### src/rtl/lidar_obstacle_run_extractor.sv
// lidar_obstacle_run_extractor: groups obstacle points (bridging short ground gaps)
// into runs and queues {start_r, end_r, len} records behind a valid/ready FIFO.
module lidar_obstacle_run_extractor #(
  parameter int DATA_WIDTH = 16,
  parameter int LEN_W      = 8,
  parameter int MIN_LEN    = 3,
  parameter int GAP_MAX    = 2,
  parameter int FIFO_DEPTH = 4
) (
  input  logic                  clk,
  input  logic                  rst_n,
  input  logic                  seg_valid_in,
  input  logic                  seg_ground_in,
  input  logic [DATA_WIDTH-1:0] seg_r_in,
  input  logic                  scan_end_in,
  input  logic                  run_ready_in,
  output logic                  run_valid,
  output logic [DATA_WIDTH-1:0] run_start_r,
  output logic [DATA_WIDTH-1:0] run_end_r,
  output logic [LEN_W-1:0]      run_len,
  output logic                  overflow
);
  localparam int GW = $clog2(GAP_MAX + 2);
  localparam int AW = $clog2(FIFO_DEPTH);
  localparam int CW = AW + 1;
  localparam int RW = 2 * DATA_WIDTH + LEN_W;
  localparam logic [LEN_W-1:0] MIN_L  = LEN_W'(MIN_LEN);
  localparam logic [GW-1:0]    GAP_L  = GW'(GAP_MAX);
  localparam logic [CW-1:0]    FULL_C = CW'(FIFO_DEPTH);

  typedef enum logic [1:0] {GROUND, RUN, GAP} state_t;

  state_t                state, state_n;
  logic [DATA_WIDTH-1:0] start_q, start_n, end_q, end_n;
  logic [LEN_W-1:0]      len_q, len_n, len_inc;
  logic [GW-1:0]         gap_q, gap_n;
  logic                  obs, grd, close, push, pop, full, wr_en;
  logic [RW-1:0]         mem [FIFO_DEPTH];
  logic [AW-1:0]         wr_ptr, rd_ptr;
  logic [CW-1:0]         count;
  logic [RW-1:0]         last_q;

  assign obs     = seg_valid_in && !seg_ground_in;
  assign grd     = seg_valid_in && seg_ground_in;
  assign len_inc = &len_q ? len_q : len_q + 1'b1;

  always_comb begin
    state_n = state;
    start_n = start_q;
    end_n   = end_q;
    len_n   = len_q;
    gap_n   = gap_q;
    close   = 1'b0;
    case (state)
      GROUND: if (obs) begin
        state_n = RUN;
        start_n = seg_r_in;
        end_n   = seg_r_in;
        len_n   = LEN_W'(1);
        gap_n   = '0;
      end
      RUN: if (obs) begin
        end_n = seg_r_in;
        len_n = len_inc;
      end else if (grd) begin
        if (GAP_MAX == 0) begin
          close   = 1'b1;
          state_n = GROUND;
        end else begin
          state_n = GAP;
          gap_n   = GW'(1);
        end
      end
      GAP: if (obs) begin
        state_n = RUN;
        end_n   = seg_r_in;
        len_n   = len_inc;
        gap_n   = '0;
      end else if (grd) begin
        if (gap_q == GAP_L) begin
          close   = 1'b1;
          state_n = GROUND;
        end else begin
          gap_n = gap_q + 1'b1;
        end
      end
      default: state_n = GROUND;
    endcase
    // scan end closes whatever is still open after this cycle's sample
    if (scan_end_in && state_n != GROUND) begin
      close   = 1'b1;
      state_n = GROUND;
    end
  end

  assign push      = close && len_n >= MIN_L;
  assign run_valid = count != '0;
  assign pop       = run_valid && run_ready_in;
  assign full      = count == FULL_C;
  assign wr_en     = push && (!full || pop);
  assign {run_start_r, run_end_r, run_len} = run_valid ? mem[rd_ptr] : last_q;

  always_ff @(posedge clk or negedge rst_n) begin
    if (!rst_n) begin
      state    <= GROUND;
      start_q  <= '0;
      end_q    <= '0;
      len_q    <= '0;
      gap_q    <= '0;
      wr_ptr   <= '0;
      rd_ptr   <= '0;
      count    <= '0;
      last_q   <= '0;
      overflow <= 1'b0;
    end else begin
      state   <= state_n;
      start_q <= start_n;
      end_q   <= end_n;
      len_q   <= len_n;
      gap_q   <= gap_n;
      count   <= count + CW'(wr_en) - CW'(pop);
      if (wr_en) wr_ptr <= wr_ptr + AW'(1);
      if (pop) begin
        rd_ptr <= rd_ptr + AW'(1);
        last_q <= mem[rd_ptr];
      end
      if (push && full && !pop) overflow <= 1'b1;
    end
  end

  always_ff @(posedge clk) begin
    if (wr_en) mem[wr_ptr] <= {start_n, end_n, len_n};
  end
endmodule

### config.mk
export PLATFORM = sky130hd
export DESIGN_NAME = lidar_obstacle_run_extractor
export DESIGN_NICKNAME = d
export VERILOG_FILES = /design/src/rtl/lidar_obstacle_run_extractor.sv
export SDC_FILE = /design/constraint.sdc
export NUM_CORES = 1
export LEC_CHECK = 0
export ABC_AREA = 1
export BUFFER_PORTS_ARGS = -buffer_cell sky130_fd_sc_hd__buf_2
export CORE_MARGIN = 1.5
export CORE_UTILIZATION = 59
export DETAILED_ROUTE_END_ITERATION = 8
export PLACE_DENSITY = 0.84
export SLEW_MARGIN = 20
export SYNTH_ARGS = -nofsm -noshare
export SYNTH_HDL_FRONTEND = slang
export SYNTH_SLANG_ARGS = --single-unit
export TNS_END_PERCENT = 30
### constraint.sdc
create_clock -name clk -period 4.9 [get_ports clk]
set_input_delay 0.49 -clock clk [delete_from_list [all_inputs] [get_ports clk]]
set_output_delay 0.49 -clock clk [all_outputs]
set_load 0.01 [all_outputs]
**Word level (Yosys, flattened, before mapping)**

Memories as Yosys holds them, arrays and structs flattened.
Index checks and enable logic that the tools add are counted.

- Memories kept: 1
- Bits in registers: 92
- Output and inout bits: 42
- Memory bits (writable): 160
- Word-level logic and storage cells: 78

- Equal/unequal tests: 9
- Reductions and logical operators: 20
- Mux-type cells: 31
- Magnitude comparators: 1
- Add/sub/neg operators: 6

Memory list:

| name | depth | bits a word | rd ports | clocked after Yosys merged registers in | wr ports | line | RTL |
|---|---|---|---|---|---|---|---|
| mem | 4 | 40 | 1 | 0 | 1 | 38 | `logic [RW-1:0] mem [FIFO_DEPTH];` |

Operator list:

| kind | number |
|---|---|
| $mux 16 | 4 |
| $mux 40 | 1 |
| $mux 2 | 13 |
| $mux 8 | 3 |
| $pmux 8 s2 | 1 |
| $pmux 2 s3 | 2 |
| $add 8x1->8 const B | 1 |
| $ge 8x2->1 const B | 1 |
| $logic_and 1x1->1 | 8 |
| $reduce_and 8->1 | 1 |
| $mux 1 | 7 |
| $add 2x1->2 const B | 3 |
| $ne 2x2->1 const B | 3 |
| $ne 3x3->1 const B | 2 |
| $reduce_and 6->1 | 1 |
| $reduce_bool 3->1 | 2 |
| $eq 2x2->1 const B | 2 |
| $add 3x1->3 | 1 |
| $eq 3x3->1 const B | 1 |
| $logic_not 1->1 | 3 |
| $reduce_or 3->1 | 1 |
| $sub 3x1->3 | 1 |
| $eq 2x1->1 const B | 1 |
| $logic_not 2->1 | 1 |
| 3 further kinds | 3 |

**Longest topological paths before layout**

Gate-level depths: netlist of the first run.

- Depth after elaboration: 12
- Gate-level depth with buffers: 20
- Gate-level depth less buffers: 20

**Worst setup path before layout of the first run**

OpenSTA, ideal clock, no wires.

- Path kind: register -> register
- Start point: reg state[0]
- End point: mem mem[1][0] (netlist name) (enable)
- Library setup time: 0.437 ns
- Stages on the path, launching flop included: 15
- Arrival time: 3.389 ns
- Setup slack: 1.074 ns
- Required time: 4.463 ns
- Cells stage by stage: dfrtp_1 inv_1 ha_1 inv_1 nor2_1 nand2_1 nand2_1 nand2_1 nand2_2 nand2_1 nand2_1 inv_2 nand2_4 nand3_4 nor2_1

- Elaborated cells on any way between the ends: 21

RTL lines:

| item | line | RTL |
|---|---|---|
| from (decl) | 33 | `state_t state, state_n;` |
| from (signal assigned) | 116 | `state <= state_n;` |
| $eq 2x2->1 or $eq 2x1->1 (tied branches) | 54 | `case (state)` |
| $reduce_or 2->1 (no line) | -- |  |
| $pmux 8 s2 (*) | 54 |  |
| via len_n[1] | 35 | `logic [LEN_W-1:0] len_q, len_n, len_inc;` |
| $ge 8x2->1 (*) | 96 | `assign push = close && len_n >= MIN_L;` |
| $logic_and 1x1->1 (*) | 96 |  |
| $logic_and 1x1->1 (*) | 100 | `assign wr_en = push && (!full \|\| pop);` |
| $mux 1 (*) | 132 | `if (wr_en) mem[wr_ptr] <= {start_n, end_n, len_n};` |
| $mux 1 (implied by the code) (*) | 132 |  |
| to (decl) | 38 |  |

Mark *: on every way through the listed nets, which the timed path passes. The rest lies on a longest branch.

**Worst setup path in the final report of the first run**

- Start point: reg rd_ptr[1]
- End point: out run_start_r[8]

- Word-level cells in the longest chain between the ends: 2

Ends and longest elaborated chain:

| item | line | RTL |
|---|---|---|
| from (decl) | 39 | `logic [AW-1:0] wr_ptr, rd_ptr;` |
| from (signal assigned) | 124 | `rd_ptr <= rd_ptr + AW'(1);` |
| $mem_v2 4x40 | -- |  |
| $mux 40 | 101 | `assign {run_start_r, run_end_r, run_len} = run_valid ? mem[rd_ptr] : last_q;` |
| to (decl) | 18 | `output logic [DATA_WIDTH-1:0] run_start_r,` |

Every way passes these cells.

==> summary.txt, run 1 <==
Yosys
  • Post-synthesis sequential area ratio: 68.9%
  • Synth top area share: 46.6%
  • Synthesized cell area: 10300 sq um
  • Synth unique cells: 29
  • Yosys warning total: 0
  • Biggest area consumer among synthesized cells: edfxtp_1
  • Syn avg cell area: 11.2 sq um
  • Top cells by area, synth: edfxtp_1 (47%), dfrtp_1 (22%), nand2_1 (11%)
  • Seq cells post-synth: 252
  • Cells after Synth: 918
  • Mapped Nets: 953

Run
  • Max Cap Viol: 0

Floorplanning
  • Starting density of the core: 60.1%
  • Number of top-level pins: 64
  • Row Count: 48
  • Die area: 18300 sq um
  • Die H: 135 microns
  • CORE AREA: 17200 sq um
  • Die W: 135 microns

Placement
  • RD Place Congestion: 0.817
  • Pre-CTS setup slack: 1.51 ns
  • I/O Buffers: 63
  • Dpl hpwl: 13000 microns

Cells and area
  • # diodes: 0
  • Final Util: 67.6%
  • Layout net count: 1005
  • Layout cells sized above 1: 13.4%
  • Commonest cells after routing, fill and taps aside: nand2_1 (289), edfxtp_1 (160), o21ai_0 (117), dfrtp_1 (91), buf_2 (62)
  • Leading cell type in the layout, fill and taps excluded: nand2_1
  • P&R area growth vs syn: 12.4%

Power
  • Leak: 4.65 nW
  • Peak supply drop: 339 uV
  • Cell Pwr Density: 562 nW/um^2
  • Total power: 0.00652 W

Routing
  • Vias per cell: 5.73
  • Post-DRT Antenna Nets: 0
  • 1st-pass router iterations: 5
  • Routed wire length: 21800 microns
  • Vias: 6955
  • Routed len/inst: 17.9 microns
  • Remaining DRCs: 0
  • Drt initial violations: 503

Timing
  • # setup viols final: 0
  • Setup tns final: 0 ns
  • Slew Viols, Final: 0
  • Highest clock rate: 0.297 GHz
  • Hold_ws: 0.0392 ns
  • Setup WS post-layout: 1.54 ns
  • Worst Tran Pin Value: 1.09 ns
  • Setup Skew: 0.0110 ns
  • Slew HR: 27.3%
  • Period utilization: 68.6%
  • Fin. Hold Viols: 0
  • Crit path time final: 3.36 ns
  • RSZ-0062 raised after global routing: no

GRT
  • GRT Overall Usage: 24.5%
  • Largest net degree at the start of global routing: 83
  • First-pass GRT wire length: 34700 microns
  • Congestion Overflow GR: 0
  • Vias in the first global route: 6701
  • Initial antenna violation count: 0

Setup path
  • Worst r2r src: state[0]
  • Critical path endpoint category: output port
  • Worst r2r dst: mem[3][28]
  • FF-to-FF path depth: 15
  • WP data arrival: 2.87 ns
  • Worst setup SP type: register
  • CP required: 4.41 ns
  • Critical path class: register to output port
  • Critical-path maximum fanout: 60
  • R2R setup slack: 1.61 ns

Clocking
  • Hold_buf cts: 0
  • Clock Tree Buf Depth: 3
  • Worst-path clk slew: 0.06 ns
  • Worst-Skew Late Latency: 0.51 ns
  • Post-CTS setup buffers: 0
  • Total CTS buffers: 25
  • CTS root buf: clkbuf_16
  • H-tree Lvls: 1
  • Clock Sinks: 252
  • Post-CTS resize count: 0
  • CTS tree: built

Worst hold path
  • Hold WC Path Type: primary input to asynchronous set/reset pin

Outcome
  • Status: finished, final reports clean
[state kept, by name (all words and copies together) (netlist names)]
signal / count
last_q: 40
start_q: 16
gap_q: 2
end_q: 16
rd_ptr: 2
overflow: 1
mem: 160
wr_ptr: 2
len_q: 8
state: 2
count: 3
[stage by stage]
| step | std cells | area [sq um] |
|---|---|---|
| 2_1_floorplan | 918 | 10300 |
| 3_3_place_gp | 1168 | 10900 |
| 3_5_place_dp | 1168 | 10900 |
| 4_1_cts | 1213 | 11600 |
| 5_1_grt | 1213 | 11600 |
| 6_report | 1213 | 11600 |
[routing by layer]
layer / wire length [microns] / share of wire, % / vias up / GRT usage, %
met1: 8980 / 41 / 3377 / 32.2
li1: - / - / 3279 / -
met4: 516 / 2.4 / 0 / 7.23
met5: 0 / 0 / - / 0
met2: 10900 / 50 / 260 / 42.5
met3: 1400 / 6.4 / 39 / 3.48
[cells in the mapped netlist]
| cell type | instances |
|---|---|
| o22ai_1 | 1 |
| clkinv_1 | 1 |
| edfxtp_1 | 160 |
| nand2_1 | 289 |
| o21bai_1 | 2 |
| nand3_4 | 1 |
| buf_1 | 2 |
| dfrtp_1 | 92 |
| xnor2_1 | 1 |
| clkbuf_1 | 45 |
| nor2_1 | 17 |
| inv_1 | 48 |
| nand2_2 | 4 |
| ha_1 | 12 |
| o211ai_1 | 1 |
| nor3_1 | 1 |
| inv_2 | 6 |
| nand2_4 | 3 |
| o21a_1 | 1 |
| nand3_1 | 17 |
| o31ai_1 | 1 |
| nor2_4 | 2 |
| nor2_2 | 4 |
| a21oi_1 | 43 |
| o21ai_0 | 117 |
| fa_1 | 1 |
| xor2_1 | 3 |
| a32o_1 | 40 |
| nand4_1 | 3 |
[critical path, cell delays in order, from the launching register on]
cell and delay (ns):
dfrtp_1 0.37, inv_2 0.78, buf_4 0.42, a21oi_1 0.07, a32o_1 0.30, o21ai_0 0.19
buf_2 0.18
[kinds of logic (layout without fill, tap and decap cells)]
logic type                 count (synthesis)  count (layout)  share of synthesized area (%)
AOI/OAI and AO/OA                        206             206                           12.1
xor gates and xnor gates                   4               4                          0.339
adders and majority gates                 13              13                           1.65
buffers and inverters                    102             172                           3.71
DFF                                      252             252                           68.9
and+or+nand+nor                          341             341                           13.4
[power breakdown]
part           total [W]  switching (W)  leakage (nW)  internal (W)
clock network    0.00176       0.000761         0.377       0.00100
registers        0.00269       0.000131          2.60       0.00256
logic            0.00207        0.00135          1.68      0.000713
total            0.00652        0.00225          4.65       0.00427
[cell type report]
type / count / area, sq um
tap: 225 / 282
multi-input combinational: 564 / 2860
timing repair buffer: 72 / 398
clock buffer: 31 / 658
sequential: 252 / 7110
clock inverter: 14 / 93.8
inverter: 55 / 208
fill: 1174 / 5570
[how the worst max path moves through the flow]
stage | endpoint | startpoint | slack, ns | cells past startpoint
after floorplan | mem[1][0] | state[0] | 1.07 | 14
after global placement | mem[3][28] | seg_ground_in | 1.61 | 17
after detailed placement | mem[3][37] | seg_ground_in | 1.51 | 17
after CTS | run_start_r[8] | rd_ptr[1] | 1.55 | 6
after global routing | mem[3][28] | state[0] | 1.26 | 15
final | run_start_r[8] | rd_ptr[1] | 1.54 | 6
No activity file was read; power rests on OpenSTA's default activity.
==> inputs of run 2 (changes only) <==
ABC_AREA = 0   (was 1)
CORE_UTILIZATION = 54   (was 59)
PLACE_DENSITY = 0.81   (was 0.84)
clock period = 2.8 ns   (was 4.9 ns; I/O delays follow)
==> run 2 against run 1 <==
  * The flow now finishes with violations (negative setup slack)
  * Clock skew hardly changed
  * Clock power up 94%
  * Largest cell class unchanged
  * Flip-flop and latch count stayed put
  * Global-route usage is 2.7 points lower
  * Final area grew 5.6%
  * Sequential power increased by 79%
  * Combinational power grew 65%
  * Die area increased by 8.8%
  * Worst hold slack better by 0.031 ns
  * First-iteration DRC count decreased by 20%
  * Via count shrank 21%
  * Sequential share of layout area down 3.2 points
==> summary.txt, run 2 <==
Yosys
  • Cells after Synth: 560 (was 918)
  • Synth unique cells: 51 (was 29)
  • Syn avg cell area: 18.4 sq um (was 11.2 sq um)
  • Number of enable flip-flop cells after synthesis: 160 (unchanged)
  • Biggest area consumer among synthesized cells: edfxtp_1 (unchanged)
  • Mapped Nets: 595 (was 953)
  • Yosys warning total: 0 (unchanged)
  • Async set-reset flop share out of synthesis: 36.5% (unchanged)
  • Synthesized cell area: 10300 sq um (about the same)
  • Top FF cell, synth: edfxtp_1 (unchanged)
  • Seq cells post-synth: 252 (unchanged)
  • Most frequent cells after synthesis: edfxtp_1 (160), mux2_2 (113), dfrtp_1 (92), mux4_2 (40), clkbuf_1 (17) (was nand2_1 (289), edfxtp_1 (160), o21ai_0 (117), dfrtp_1 (92), inv_1 (48))
  • Top cells by area, synth: edfxtp_1 (47%), dfrtp_1 (22%), mux2_2 (12%) (was edfxtp_1 (47%), dfrtp_1 (22%), nand2_1 (11%))
  • Post-synthesis sequential area ratio: 69.0% (was 68.9%)
  • Synth top area share: 46.7% (was 46.6%)
  • Count leader, synth: edfxtp_1 (was nand2_1)

Setup path
  • Worst setup SP type: register (unchanged)
  • Critical-path maximum fanout: 20 (was 60)
  • CP required: 2.98 ns (was 4.41 ns)
  • Critical path endpoint category: register (was output port)
  • Critical path class: register to register (was register to output port)
  • WP data arrival: 3.04 ns (was 2.87 ns)

Floorplanning
  • Die W: 141 microns (was 135 microns)
  • Starting density of the core: 55.0% (was 60.1%)
  • Die H: 141 microns (was 135 microns)
  • Row Count: 50 (was 48)
  • Number of top-level pins: 64 (unchanged)
  • CORE AREA: 18700 sq um (was 17200 sq um)
  • Die area: 19900 sq um (was 18300 sq um)

Cells and area
  • Commonest cells after routing, fill and taps aside: edfxtp_1 (160), mux2_2 (113), dfrtp_1 (90), buf_2 (62), buf_4 (48) (was nand2_1 (289), edfxtp_1 (160), o21ai_0 (117), dfrtp_1 (91), buf_2 (62))
  • P&R area growth vs syn: 19.0% (was 12.4%)
  • Leading cell type in the layout, fill and taps excluded: edfxtp_1 (was nand2_1)
  • Largest register FFs: 160 (unchanged)
  • Final Util: 65.5% (was 67.6%)
  • Biggest regs: mem: 160 flops, last_q: 40 flops (unchanged)
  • Fin area: 12200 sq um (was 11600 sq um)
  • Layout cells sized above 1: 48.9% (was 13.4%)
  • Top reg by flops: mem (unchanged)
  • Layout net count: 717 (was 1005)

Timing
  • Setup Skew: 0.0110 ns (about the same)
  • Period utilization: 102%
  • Slew HR: 52.7% (was 27.3%)
  • Worst Tran Pin Value: 0.710 ns (was 1.09 ns)
  • # setup viols final: 81 (was 0)
  • Fin. Hold Viols: 0 (unchanged)
  • Crit path time final: 2.86 ns
  • Highest clock rate: 0.349 GHz
  • Slew Viols, Final: 0 (unchanged)
  • Setup WS post-layout: -0.0619 ns (was 1.54 ns)
  • RSZ-0062 raised after global routing: yes (was no)

Power
  • Sequential power share: 41.4% (was 41.2%)
  • Logic pwr share: 29.3% (was 31.7%)
  • Clock power frac: 29.3% (was 27.1%)
  • Peak supply drop: 622 uV (was 339 uV)
  • Sw Share: 27.7% (was 34.4%)
  • Leak: 4.56 nW (was 4.65 nW)
  • Internal Pwr Total: 0.00841 W (was 0.00427 W)
  • P_sw: 0.00322 W (was 0.00225 W)
  • Cell Pwr Density: 950 nW/um^2 (was 562 nW/um^2)

Routing
  • Routed len/inst: 22.3 microns (was 17.9 microns)
  • 1st-pass router iterations: 5 (unchanged)
  • Post-DRT Antenna Nets: 0 (unchanged)
  • Drt initial violations: 400 (was 503)
  • Routed wire length: 20900 microns (was 21800 microns)
  • Vias: 5474 (was 6955)
  • Remaining DRCs: 0 (unchanged)
  • Vias per cell: 5.85 (was 5.73)

GRT
  • First-pass GRT wire length: 32900 microns (was 34700 microns)
  • Congestion Overflow GR: 0 (unchanged)
  • Vias in the first global route: 5872 (was 6701)
  • Largest net degree at the start of global routing: 48 (was 83)
  • GRT Overall Usage: 21.8% (was 24.5%)
  • Initial antenna violation count: 1 (was 0)

Outcome
  • Status: finished with violations (was finished, final reports clean)
  • Failing checks: negative setup slack

Clocking
  • CTS tree: built (unchanged)
  • Clock Sinks: 252 (unchanged)
  • Clock Tree Buf Depth: 3 (unchanged)
  • H-tree Lvls: 1 (unchanged)
  • CTS root buf: clkbuf_16 (unchanged)
  • Worst-Skew Late Latency: 0.52 ns (was 0.51 ns)
  • Total CTS buffers: 25 (unchanged)
  • Worst-path clk slew: 0.06 ns (about the same)

Placement
  • Pre-CTS setup slack: -0.338 ns (was 1.51 ns)
  • Dpl hpwl: 12300 microns (was 13000 microns)
  • RD Place Congestion: 0.843 (was 0.817)
  • I/O Buffers: 63 (unchanged)
  • Placed Area: 11200 sq um (was 10900 sq um)

Run
  • Max Cap Viol: 0 (unchanged)

Worst hold path
  • Hold WC Path Type: primary input to register (was primary input to asynchronous set/reset pin)
[run 2: cell types whose count changed after synthesis, moves of 37 or more]
| cell | change |
|---|---|
| a21oi_1 | -37 |
| mux2_2 | +113 |
| nand2_1 | -274 |
| o21ai_0 | -112 |
| a32o_1 | -40 |
| mux4_2 | +40 |
[run 2: worst max-delay path: stages (launching register included)]
cell      delay [ns]
dfrtp_1         0.37
inv_1           0.09
ha_4            0.30
nand2b_4        0.07
o31a_1          0.27
a311oi_2        0.30
a211o_1         0.19
nor4_4          0.05
a211oi_4        0.23
buf_4           0.27
and2_4          0.39
[run 2: power groups by stage]
| stage | Combinational (W) | Clock [W] | Sequential [W] |
|---|---|---|---|
| after CTS | 0.00343 | 0.00346 | 0.00482 |
| after floorplan | 0.00238 | 0 | 0.00475 |
| final | 0.00341 | 0.00341 | 0.00482 |
| after detailed placement | 0.00333 | 0 | 0.00488 |
| after global routing | 0.00368 | 0.00362 | 0.00488 |
| after global placement | 0.00323 | 0 | 0.00484 |
[run 2: worst paths after layout]
| path | startpoint | endpoint | slack (ns) | depth (start not counted) |
|---|---|---|---|---|
| max | state[0] | mem[0][25] | -0.06 | 10 |
| min | seg_r_in[5] | start_q[5] | 0.07 | 2 |
| max reg2reg | state[0] | mem[0][25] | -0.06 | 10 |
| min reg2reg | last_q[0] | last_q[0] | 0.50 | 1 |
| max in group asynchronous | rst_n | last_q[18] | 1.64 | 3 |
| min in group asynchronous | rst_n | start_q[14] | 0.34 | 2 |
[run 2: logic make-up after synthesis]
logic type | share of synthesized area, %
simple gates | 3.53
fa+ha+maj | 1.65
flops | 69.0
buf+inv | 1.50
compound gates | 2.59
mux | 21.3
xor+xnor | 0.425
[run 2: area by class of cell]
class | count | area, sq um
Antenna cell | 1 | 2.50
Clock buffer | 34 | 679
Clock inverter | 12 | 164
Fill cell | 1239 | 6460
Inverter | 12 | 45.0
Multi-Input combinational cell | 276 | 3200
Sequential cell | 252 | 7110
Tap cell | 234 | 293
Timing Repair Buffer | 115 | 751
[run 2: layer usage]
metal	GRT usage (%)	vias to the layer above	share of wire, %
met1	28.7	2830	41
li1	-	2432	-
met2	38.5	176	52
met3	3.06	36	4.9
met5	0	-	0
met4	5.54	0	1.9
[run 2: timing repair]
item                                    in CTS  in global routing
gates resized for setup                     16                  9
endpoints found under the setup margin     162                187
setup buffers                                2                  1
endpoints found under the hold margin       47                  0
cloned                                       5                  3
hold buffers                                 2                  0
pin swaps                                   13                  8
[run 2: metrics by stage]
step	total power [W]	TNS (ns)	hold slack, ns	cells
after floorplan	0.00713	-25.63	-0.0156	560
after CTS	0.0117	-0.172	0.0532	931
after global placement	0.00807	-30.46	0.344	876
final	0.0116	-3.91	0.0698	936
after detailed placement	0.00821	-51.76	0.368	876
after global routing	0.0122	-16.01	0.0761	935
